--- src/rtl/wb_burst_master.sv ---
// wb_burst_master: Wishbone B3 master turning command/data streams into incrementing bursts.
// Latency: Wishbone cycle starts 1 cycle after command accept (read) or after first write word is taken (write); done 1 cycle after final ack.
// Backpressure: cmd_ready only in IDLE; wdat_ready throttled by a one-word hold register; rdat has no backpressure.
//
// Ports:
//   wb_clk_i / wb_rst_i            clock, synchronous active-high reset
//   cmd_valid/cmd_ready/cmd_*      command stream (address, length in words, direction, byte enables)
//   wdat_valid/wdat_ready/wdat     write data stream
//   rdat_valid/rdat                read data, one-cycle pulse per word
//   done / err                     completion pulse / timeout-abort pulse
//   wb_*                           Wishbone B3 master port
//
// Optional feature: define WB_BURST_MASTER_TIMEOUT_EN to abort a cycle after TO_CYCLES stalled cycles.
module wb_burst_master #(
    parameter int AW        = 26,
    parameter int DW        = 32,
    parameter int LW        = 9,
    parameter int TO_CYCLES = 255
) (
    input  logic              wb_clk_i,
    input  logic              wb_rst_i,
    input  logic              cmd_valid,
    output logic              cmd_ready,
    input  logic [AW-1:0]     cmd_addr,
    input  logic [LW-1:0]     cmd_len,
    input  logic              cmd_we,
    input  logic [DW/8-1:0]   cmd_sel,
    input  logic              wdat_valid,
    output logic              wdat_ready,
    input  logic [DW-1:0]     wdat,
    output logic              rdat_valid,
    output logic [DW-1:0]     rdat,
    output logic              done,
    output logic              err,
    output logic              wb_cyc_o,
    output logic              wb_stb_o,
    output logic              wb_we_o,
    output logic [AW-1:0]     wb_addr_o,
    output logic [DW-1:0]     wb_dat_o,
    output logic [DW/8-1:0]   wb_sel_o,
    output logic [2:0]        wb_cti_o,
    input  logic [DW-1:0]     wb_dat_i,
    input  logic              wb_ack_i
);

    localparam int            SW        = DW / 8;
    localparam logic [AW-1:0] ADDR_STEP = AW'(SW);
    localparam logic [2:0]    CTI_CLASSIC = 3'b000;
    localparam logic [2:0]    CTI_INCR    = 3'b010;
    localparam logic [2:0]    CTI_END     = 3'b111;

    typedef enum logic [1:0] {
        IDLE = 2'd0,
        RD   = 2'd1,
        WR   = 2'd2,
        FIN  = 2'd3
    } state_t;

    state_t          state_q, state_d;
    logic [AW-1:0]   addr_q, addr_d;
    logic [SW-1:0]   sel_q, sel_d;
    logic            multi_q, multi_d;     // command has more than one beat
    logic [LW-1:0]   beats_q, beats_d;     // acks still outstanding
    logic [LW-1:0]   load_q, load_d;       // write words still to be accepted
    logic [DW-1:0]   hold_q, hold_d;       // write hold register, drives wb_dat_o
    logic            stb_q, stb_d;         // in WR this doubles as the hold-valid flag
    logic            cyc_q, cyc_d;
    logic            we_q, we_d;
    logic [2:0]      cti_q, cti_d;
    logic [DW-1:0]   rdat_q, rdat_d;
    logic            rvld_q, rvld_d;

    logic            ack_eff;
    logic            take;
    logic            wdat_ready_c;
    logic            busy;
    logic            timeout_hit;
    logic [LW-1:0]   len_eff;
    logic [LW-1:0]   beats_dec;
    logic [2:0]      cti_after_ack;
    logic            unused_ok;

    // An ack only counts while we are actually strobing.
    assign ack_eff      = wb_ack_i & stb_q;
    assign len_eff      = (cmd_len == '0) ? LW'(1) : cmd_len;
    assign beats_dec    = beats_q - LW'(1);
    assign busy         = (state_q == RD) || (state_q == WR);

    // CTI for the beat presented after this ack: the beat with one ack left is the last.
    assign cti_after_ack = !multi_q               ? CTI_CLASSIC :
                           (beats_dec == LW'(1))  ? CTI_END     : CTI_INCR;

    // The hold register can accept a word when empty or being drained this cycle.
    assign wdat_ready_c = (state_q == WR) && (load_q != '0) && (!stb_q || ack_eff);
    assign take         = wdat_ready_c & wdat_valid;

`ifdef WB_BURST_MASTER_TIMEOUT_EN
    localparam int TW = $clog2(TO_CYCLES + 1);

    logic [TW-1:0] to_q, to_d;
    logic          err_q, err_d;

    // Counts consecutive stalled strobe cycles; any ack or idle strobe clears it.
    assign timeout_hit = busy && stb_q && !wb_ack_i && (to_q == TW'(TO_CYCLES - 1));

    always_comb begin
        to_d  = '0;
        err_d = timeout_hit;
        if (busy && stb_q && !wb_ack_i) begin
            to_d = to_q + TW'(1);
        end
    end

    always_ff @(posedge wb_clk_i) begin
        if (wb_rst_i) begin
            to_q  <= '0;
            err_q <= 1'b0;
        end else begin
            to_q  <= to_d;
            err_q <= err_d;
        end
    end

    assign err       = err_q;
    assign unused_ok = ^cmd_addr[1:0];
`else
    assign timeout_hit = 1'b0;
    assign err         = 1'b0;
    assign unused_ok   = ^{cmd_addr[1:0], (TO_CYCLES == 0)};
`endif

    always_comb begin
        state_d = state_q;
        addr_d  = addr_q;
        sel_d   = sel_q;
        multi_d = multi_q;
        beats_d = beats_q;
        load_d  = load_q;
        hold_d  = hold_q;
        stb_d   = stb_q;
        cyc_d   = cyc_q;
        we_d    = we_q;
        cti_d   = cti_q;
        rdat_d  = rdat_q;
        rvld_d  = 1'b0;

        case (state_q)
            IDLE: begin
                if (cmd_valid) begin
                    addr_d  = {cmd_addr[AW-1:2], 2'b00};
                    sel_d   = cmd_sel;
                    multi_d = (len_eff != LW'(1));
                    beats_d = len_eff;
                    load_d  = len_eff;
                    cti_d   = (len_eff != LW'(1)) ? CTI_INCR : CTI_CLASSIC;
                    if (cmd_we) begin
                        // Write cycle opens only once the first word is in the hold register.
                        state_d = WR;
                    end else begin
                        state_d = RD;
                        cyc_d   = 1'b1;
                        stb_d   = 1'b1;
                        we_d    = 1'b0;
                    end
                end
            end

            RD: begin
                if (timeout_hit) begin
                    state_d = FIN;
                    cyc_d   = 1'b0;
                    stb_d   = 1'b0;
                    we_d    = 1'b0;
                end else if (ack_eff) begin
                    rdat_d  = wb_dat_i;
                    rvld_d  = 1'b1;
                    addr_d  = addr_q + ADDR_STEP;
                    beats_d = beats_dec;
                    cti_d   = cti_after_ack;
                    if (beats_q == LW'(1)) begin
                        state_d = FIN;
                        cyc_d   = 1'b0;
                        stb_d   = 1'b0;
                    end
                end
            end

            WR: begin
                if (timeout_hit) begin
                    // Abort discards the hold register and any words not yet loaded.
                    state_d = FIN;
                    cyc_d   = 1'b0;
                    stb_d   = 1'b0;
                    we_d    = 1'b0;
                end else begin
                    if (ack_eff) begin
                        addr_d  = addr_q + ADDR_STEP;
                        beats_d = beats_dec;
                        cti_d   = cti_after_ack;
                        stb_d   = 1'b0;
                    end
                    // A take in the same cycle as an ack refills without a bubble.
                    if (take) begin
                        hold_d = wdat;
                        stb_d  = 1'b1;
                        cyc_d  = 1'b1;
                        we_d   = 1'b1;
                        load_d = load_q - LW'(1);
                    end
                    if (ack_eff && (beats_q == LW'(1))) begin
                        state_d = FIN;
                        cyc_d   = 1'b0;
                        stb_d   = 1'b0;
                        we_d    = 1'b0;
                    end
                end
            end

            FIN: begin
                state_d = IDLE;
            end

            default: begin
                state_d = IDLE;
                cyc_d   = 1'b0;
                stb_d   = 1'b0;
                we_d    = 1'b0;
            end
        endcase
    end

    always_ff @(posedge wb_clk_i) begin
        if (wb_rst_i) begin
            state_q <= IDLE;
            addr_q  <= '0;
            sel_q   <= '0;
            multi_q <= 1'b0;
            beats_q <= '0;
            load_q  <= '0;
            hold_q  <= '0;
            stb_q   <= 1'b0;
            cyc_q   <= 1'b0;
            we_q    <= 1'b0;
            cti_q   <= '0;
            rdat_q  <= '0;
            rvld_q  <= 1'b0;
        end else begin
            state_q <= state_d;
            addr_q  <= addr_d;
            sel_q   <= sel_d;
            multi_q <= multi_d;
            beats_q <= beats_d;
            load_q  <= load_d;
            hold_q  <= hold_d;
            stb_q   <= stb_d;
            cyc_q   <= cyc_d;
            we_q    <= we_d;
            cti_q   <= cti_d;
            rdat_q  <= rdat_d;
            rvld_q  <= rvld_d;
        end
    end

    assign cmd_ready  = (state_q == IDLE);
    assign wdat_ready = wdat_ready_c;
    assign rdat_valid = rvld_q;
    assign rdat       = rdat_q;
    assign done       = (state_q == FIN);
    assign wb_cyc_o   = cyc_q;
    assign wb_stb_o   = stb_q;
    assign wb_we_o    = we_q;
    assign wb_addr_o  = addr_q;
    assign wb_dat_o   = hold_q;
    assign wb_sel_o   = sel_q;
    assign wb_cti_o   = cti_q;

endmodule
--- config.mk ---
export PLATFORM = sky130hd
export DESIGN_NAME = wb_burst_master
export DESIGN_NICKNAME = d
export VERILOG_FILES = /design/src/rtl/wb_burst_master.sv
export SDC_FILE = /design/constraint.sdc
export NUM_CORES = 1
export LEC_CHECK = 0
export BUFFER_PORTS_ARGS = -buffer_cell sky130_fd_sc_hd__buf_2
export CAP_MARGIN = 10
export CORE_MARGIN = 10
export CORE_UTILIZATION = 39
export DETAILED_ROUTE_END_ITERATION = 12
export PLACE_DENSITY = 0.67
export SLEW_MARGIN = 20
export SYNTH_ARGS = -nofsm -noshare
export SYNTH_HDL_FRONTEND = slang
export SYNTH_SLANG_ARGS = --single-unit
--- constraint.sdc ---
create_clock -name wb_clk_i -period 2.35 [get_ports wb_clk_i]
set_input_delay 0.47 -clock wb_clk_i [delete_from_list [all_inputs] [get_ports wb_clk_i]]
set_output_delay 0.47 -clock wb_clk_i [all_outputs]
set_load 0.05 [all_outputs]
### Word-level counts from Yosys, hierarchy flattened

Cells that the tools add are included.

* add/sub/neg operators: 3
* multipliers: 0
* divide/modulo/power cells: 0
* $lt $le $gt $ge: 0
* equal/unequal tests: 15
* shift operators: 0
* muxes and demuxes: 36
* bitwise operators: 3
* reductions and logical operators: 22

Operator list (count)
* $mux W26: 2
* $pmux W26 S2: 1
* $mux W9: 4
* $pmux W9 S2: 2
* $add A26 B3 Y26 const B: 1
* $eq A9 B1 Y1 const B: 2
* $sub A9 B1 Y9 const B: 2
* $mux W1: 12
* $mux W2: 6
* $mux W3: 4
* $reduce_and A6 Y1: 2
* $logic_not A9 Y1: 1
* $ne A9 B1 Y1 const B: 1
* $reduce_bool A9 Y1: 1
* $ne A2 B2 Y1 const B: 4
* $pmux W2 S4: 1
* $reduce_and A4 Y1: 2
* $ne A2 B1 Y1 const B: 3
* $pmux W1 S3: 2
* $pmux W3 S2: 1
* $reduce_and A2 Y1: 3
* $reduce_and A3 Y1: 2
* $eq A2 B2 Y1 const B: 2
* $ne A4 B3 Y1 const B: 1
* 12 further kinds: 17

* bits in registers: 122
* latch bits: 0
* memory bits (writable): 0
* bits in read-only memories: 0
* output and inout bits: 105
* logic and storage cells: 92
* memories kept: 0

### Depth between registers and ports, before layout

* word-level depth: 7
* gate-level depth with buffers: 9
* mapped depth without buffers: 7

### Worst setup path before layout

No wires, ideal clock.

* path type: register to register
* start point: register addr_q[2], in the netlist wb_addr_o[2]
* end point: register addr_q[20], in the netlist wb_addr_o[20]
* arrival time: 2113 ps
* data required time: 2271 ps
* slack: 158 ps
* stages on the path, launching flop included: 7
* path buffers: 0
* period minus slack after synthesis: 2192 ps
* cells stage by stage: dfxtp_1 > ha_1 > nand4_1 > or4_4 > o21ai_1 > a21oi_1 > a211oi_2

* cells in the longest elaborated chain, start to end: 3

Ends and longest elaborated chain
* start, declared: RTL line 60 `logic [AW-1:0] addr_q, addr_d;`
* start signal, assigned: RTL line 249 `addr_q <= addr_d;`
* $add A26 B3 Y26: RTL line 177, 197
* $mux W26: RTL line 174, 196
* $pmux W26 S2: RTL line 147 `case (state_q)`

Every way passes these cells. The select of a mux whose other input is x is not followed.
A chain may end at the register's enable or synchronous reset.

### Final worst setup path

* start point: register load_q[0]
* end point: output wdat_ready

* cells in the longest elaborated chain, start to end: 3

Ends and longest elaborated chain
* start, declared: RTL line 64 `logic [LW-1:0] load_q, load_d;`
* start signal, assigned: RTL line 253 `load_q <= load_d;`
* $reduce_bool A9 Y1: RTL line 94 `assign wdat_ready_c = (state_q == WR) && (load_q != '0) && (!stb_q || ack_eff);`
* $logic_and A1 B1 Y1 (2 in a row): RTL line 94
* end, declared: RTL line 29 `output logic wdat_ready,`

Every way passes these cells.

==> results.py <==
metrics = {
    "outcome": {
        "status": "complete, no violations",
    },
    "pwr": {
        "clkPwrFrac": 0.226,
        "switching_share": 0.469,
        "total_power_uw": 11100,
        "p_comb_frac": 0.503,
        "p_per_area_nw_per_um2": 1460,
        "p_leak_uw": 0.00315,
        "ir_drop_mv": 0.893,
        "p_seq_frac": 0.271,
        "internal-power_uw": 5880,
        "p_sw_uw": 5190,
    },
    "critical_path": {
        "crit_fanout": 4,
        "cpLargestDelayFamily": "buffers and inverters",
        "critPathMaxStageDelay_ps": 380,
        "start_kind": "flop",
        "critPathKind": "reg -> out",
        "timing.rr.start": "state_q[0]",
        "r2r_slack_ps": 210,
        "path_cells": "inv_1 > ha_1 > nor4b_2 > a21oi_1 > buf_2",
        "worst_ep_arrival_time_ps": 1670,
        "path_buf_inv": 2,
        "reg2reg_to": "wb_addr_o[8]",
        "r2r_cells": 8,
        "critPathCaptureType": "output port",
        "required_ps": 1880,
        "crit_slowest_cell": "dfxtp_1",
    },
    "sta": {
        "setup_viol": 0,
        "rsz0062_at_grt": "false",
        "fin_worst_skew_ps": 7.34,
        "hold_viol": 0,
        "tightestPinTransition_ps": 660,
        "fin_crit_ps": 2140,
        "tns_ps": 0,
        "maxSlewViolCount": 0,
        "fmax_mhz": 467,
        "finalHoldWorstSlack_ps": 293,
        "post-route-period-util": 0.911,
        "setup_ws_ps": 209,
        "worst_slew_margin_rel": 0.560,
    },
    "hold_path": {
        "whs_path_depth": 3,
        "hold_class": "in -> reg",
        "holdPathEnd": "wb_dat_o[28]",
        "min_from": "wdat[28]",
    },
    "global_routing": {
        "grt_usage": 0.177,
        "grt_pass1_wl_mm": 29.3,
        "antenna_found_initial": 0,
        "grt-ovfl-total": 0,
        "grt_max_degree": 126,
        "grt_pass1_vias": 5621,
    },
    "floorplan": {
        "rows": 44,
        "io_pins": 214,
        "die_w_um": 141,
        "start_util": 0.396,
        "die_h_um": 141,
        "fp.dieArea_um2": 19900,
        "core-area_um2": 14400,
    },
    "placed_design": {
        "hpwl_mm": 12.9,
        "gp_congestion": 0.800,
        "dp_cells": 1095,
        "io_buffers": 208,
        "place_ws_ps": 242,
    },
    "cts": {
        "cts_buffers": 17,
        "clock-sinks": 119,
        "cts_buffer_depth": 2,
        "h-tree-depth": 4,
        "cts_hold_buf": 0,
        "cts_root_buffer": "clkbuf_16",
        "path_clk_slew_ps": 60,
        "clock_latency_ps": 410,
        "cts_tree": "done",
    },
    "synthesis": {
        "ys_ff_latch": 119,
        "yosys_warnings": 0,
        "syn_inst": 736,
        "synth_enable_flop_cells": 0,
        "ys_seq_area_frac": 0.417,
        "avgSynthCellArea_um2": 7.76,
        "synth_ff_type": "dfxtp_1",
        "synth_cell_types": 67,
        "async_reset_ff_frac": 0,
        "netlist_area_um2": 5710,
    },
    "detailed_routing": {
        "num_vias": 5902,
        "detail-route-antenna-nets": 0,
        "first_iter_violations": 308,
        "finalWirelength_mm": 18.2,
        "remaining_drc_errors": 0,
        "wl_per_cell_um": 16.2,
        "firstDrtPassIters": 5,
        "vias_per_cell": 5.24,
    },
    "layout": {
        "diodes": 0,
        "finalNonFillerCells": 1127,
        "fillCellCount": 1464,
        "area_delta_synth_final_pct": 32.3,
        "drive_gt1_frac": 0.308,
        "fin_nets": 1049,
        "multi_input_area_um2": 3010,
        "regArea_um2": 2380,
    },
    "job": {
        "cap_violations": 0,
    },
}
cells in the final DEF (no fill, tap or decap), types with 9 or more instances in the layout:
cell       count
buf_2        207
nand2_1      174
dfxtp_1      119
a21oi_1      115
nor2_1        32
inv_1         22
buf_4         21
nand3_1       19
o21ai_0       18
clkbuf_16     17
nor3_1        14
o22ai_1       11
a211oi_1       9
nand4_1        9
o31ai_1        9
ha_1           9
tightest hold or removal path, delay by kind of cell:
family                 cells  cell delay, ps
buffers and inverters      1              90
AO/OA/AOI/OAI              1              50
AND/OR/NAND/NOR            1              40
through the flow:
| stage | utilization | instance area, µm² |
|---|---|---|
| after floorplan | - | 5720 |
| after global placement | 0.483 | 6970 |
| after detailed placement | 0.483 | 6970 |
| after CTS | 0.523 | 7550 |
| after global routing | 0.524 | 7550 |
| final | 0.524 | 7550 |
final cells by class:
cell class	count	area share
multi-input cells	538	0.398
flip-flops and latches	119	0.315
repair buffers	232	0.169
clock buffers	19	0.0600
well taps	184	0.0305
clock inverters	13	0.0164
inverters	22	0.0109
state kept, by name, summed over array words and instances (netlist names):
| register | count |
|---|---|
| wb_cyc_o | 1 |
| wb_we_o | 1 |
| wb_dat_o | 32 |
| wb_sel_o | 4 |
| multi_q | 1 |
| wb_addr_o | 24 |
| state_q | 2 |
| rdat | 32 |
| rdat_valid | 1 |
| beats_q | 9 |
| wb_stb_o | 1 |
| wb_cti_o | 2 |
| load_q | 9 |
how the worst max path moves through the flow:
stage	start	end	slack (ps)	cells past startpoint
floorplan	wb_addr_o[2]	wb_addr_o[20]	160	6
global placement	state_q[0]	wb_addr_o[8]	250	8
detailed placement	state_q[0]	wb_addr_o[8]	240	8
CTS	load_q[0]	wdat_ready	160	5
global route	state_q[0]	wb_addr_o[8]	30	8
finish	load_q[0]	wdat_ready	210	5
kinds of logic after synthesis:
logic type | synth area share
compound gates | 0.241
xor+xnor | 0.00307
fa+ha+maj | 0.0219
buf+inv | 0.0607
flops | 0.417
mux | 0.00876
other cells | 0.000657
simple gates | 0.247
power groups by stage:
stage	logic (µW)	registers, µW	clock network (µW)
floorplan	3160	3970	0
global placement	5540	3020	0
detailed placement	5590	3020	0
CTS	5600	2980	2570
global route	6120	3070	2670
finish	5570	2990	2500
repair_timing:
item                       in CTS  in global routing
setup buffers                   0                  0
resized for setup               0                  1
setup endpoints to repair       0                  1
synth_stat cells (all sizes together) (5+ instances only):
library cell / n / area share
and3: 5 / 0.0064
ha: 10 / 0.022
o22ai: 11 / 0.012
a311oi: 5 / 0.0077
a21oi: 115 / 0.10
nand4: 9 / 0.0099
nor4: 8 / 0.012
a31oi: 5 / 0.0055
nand3: 20 / 0.020
nor3: 15 / 0.014
a211oi: 13 / 0.021
dfxtp: 119 / 0.42
nand4b: 5 / 0.0077
o32ai: 5 / 0.0077
buf: 27 / 0.025
nand2: 174 / 0.11
o31ai: 9 / 0.012
o21ai: 23 / 0.020
or4: 5 / 0.0092
mux2i: 5 / 0.0088
nor2: 33 / 0.022
inv: 22 / 0.014
clkbuf: 32 / 0.021
a311o: 6 / 0.011
per-layer routing:
metal	wire length (µm)	track usage	vias up	share of wire
li1	-	-	2980	-
met1	7700	0.212	2737	0.42
met2	9070	0.290	170	0.50
met3	1210	0.0598	15	0.066
met4	251	0.0603	0	0.014
met5	0	0	-	0
Power figures use the tool's default switching activity.
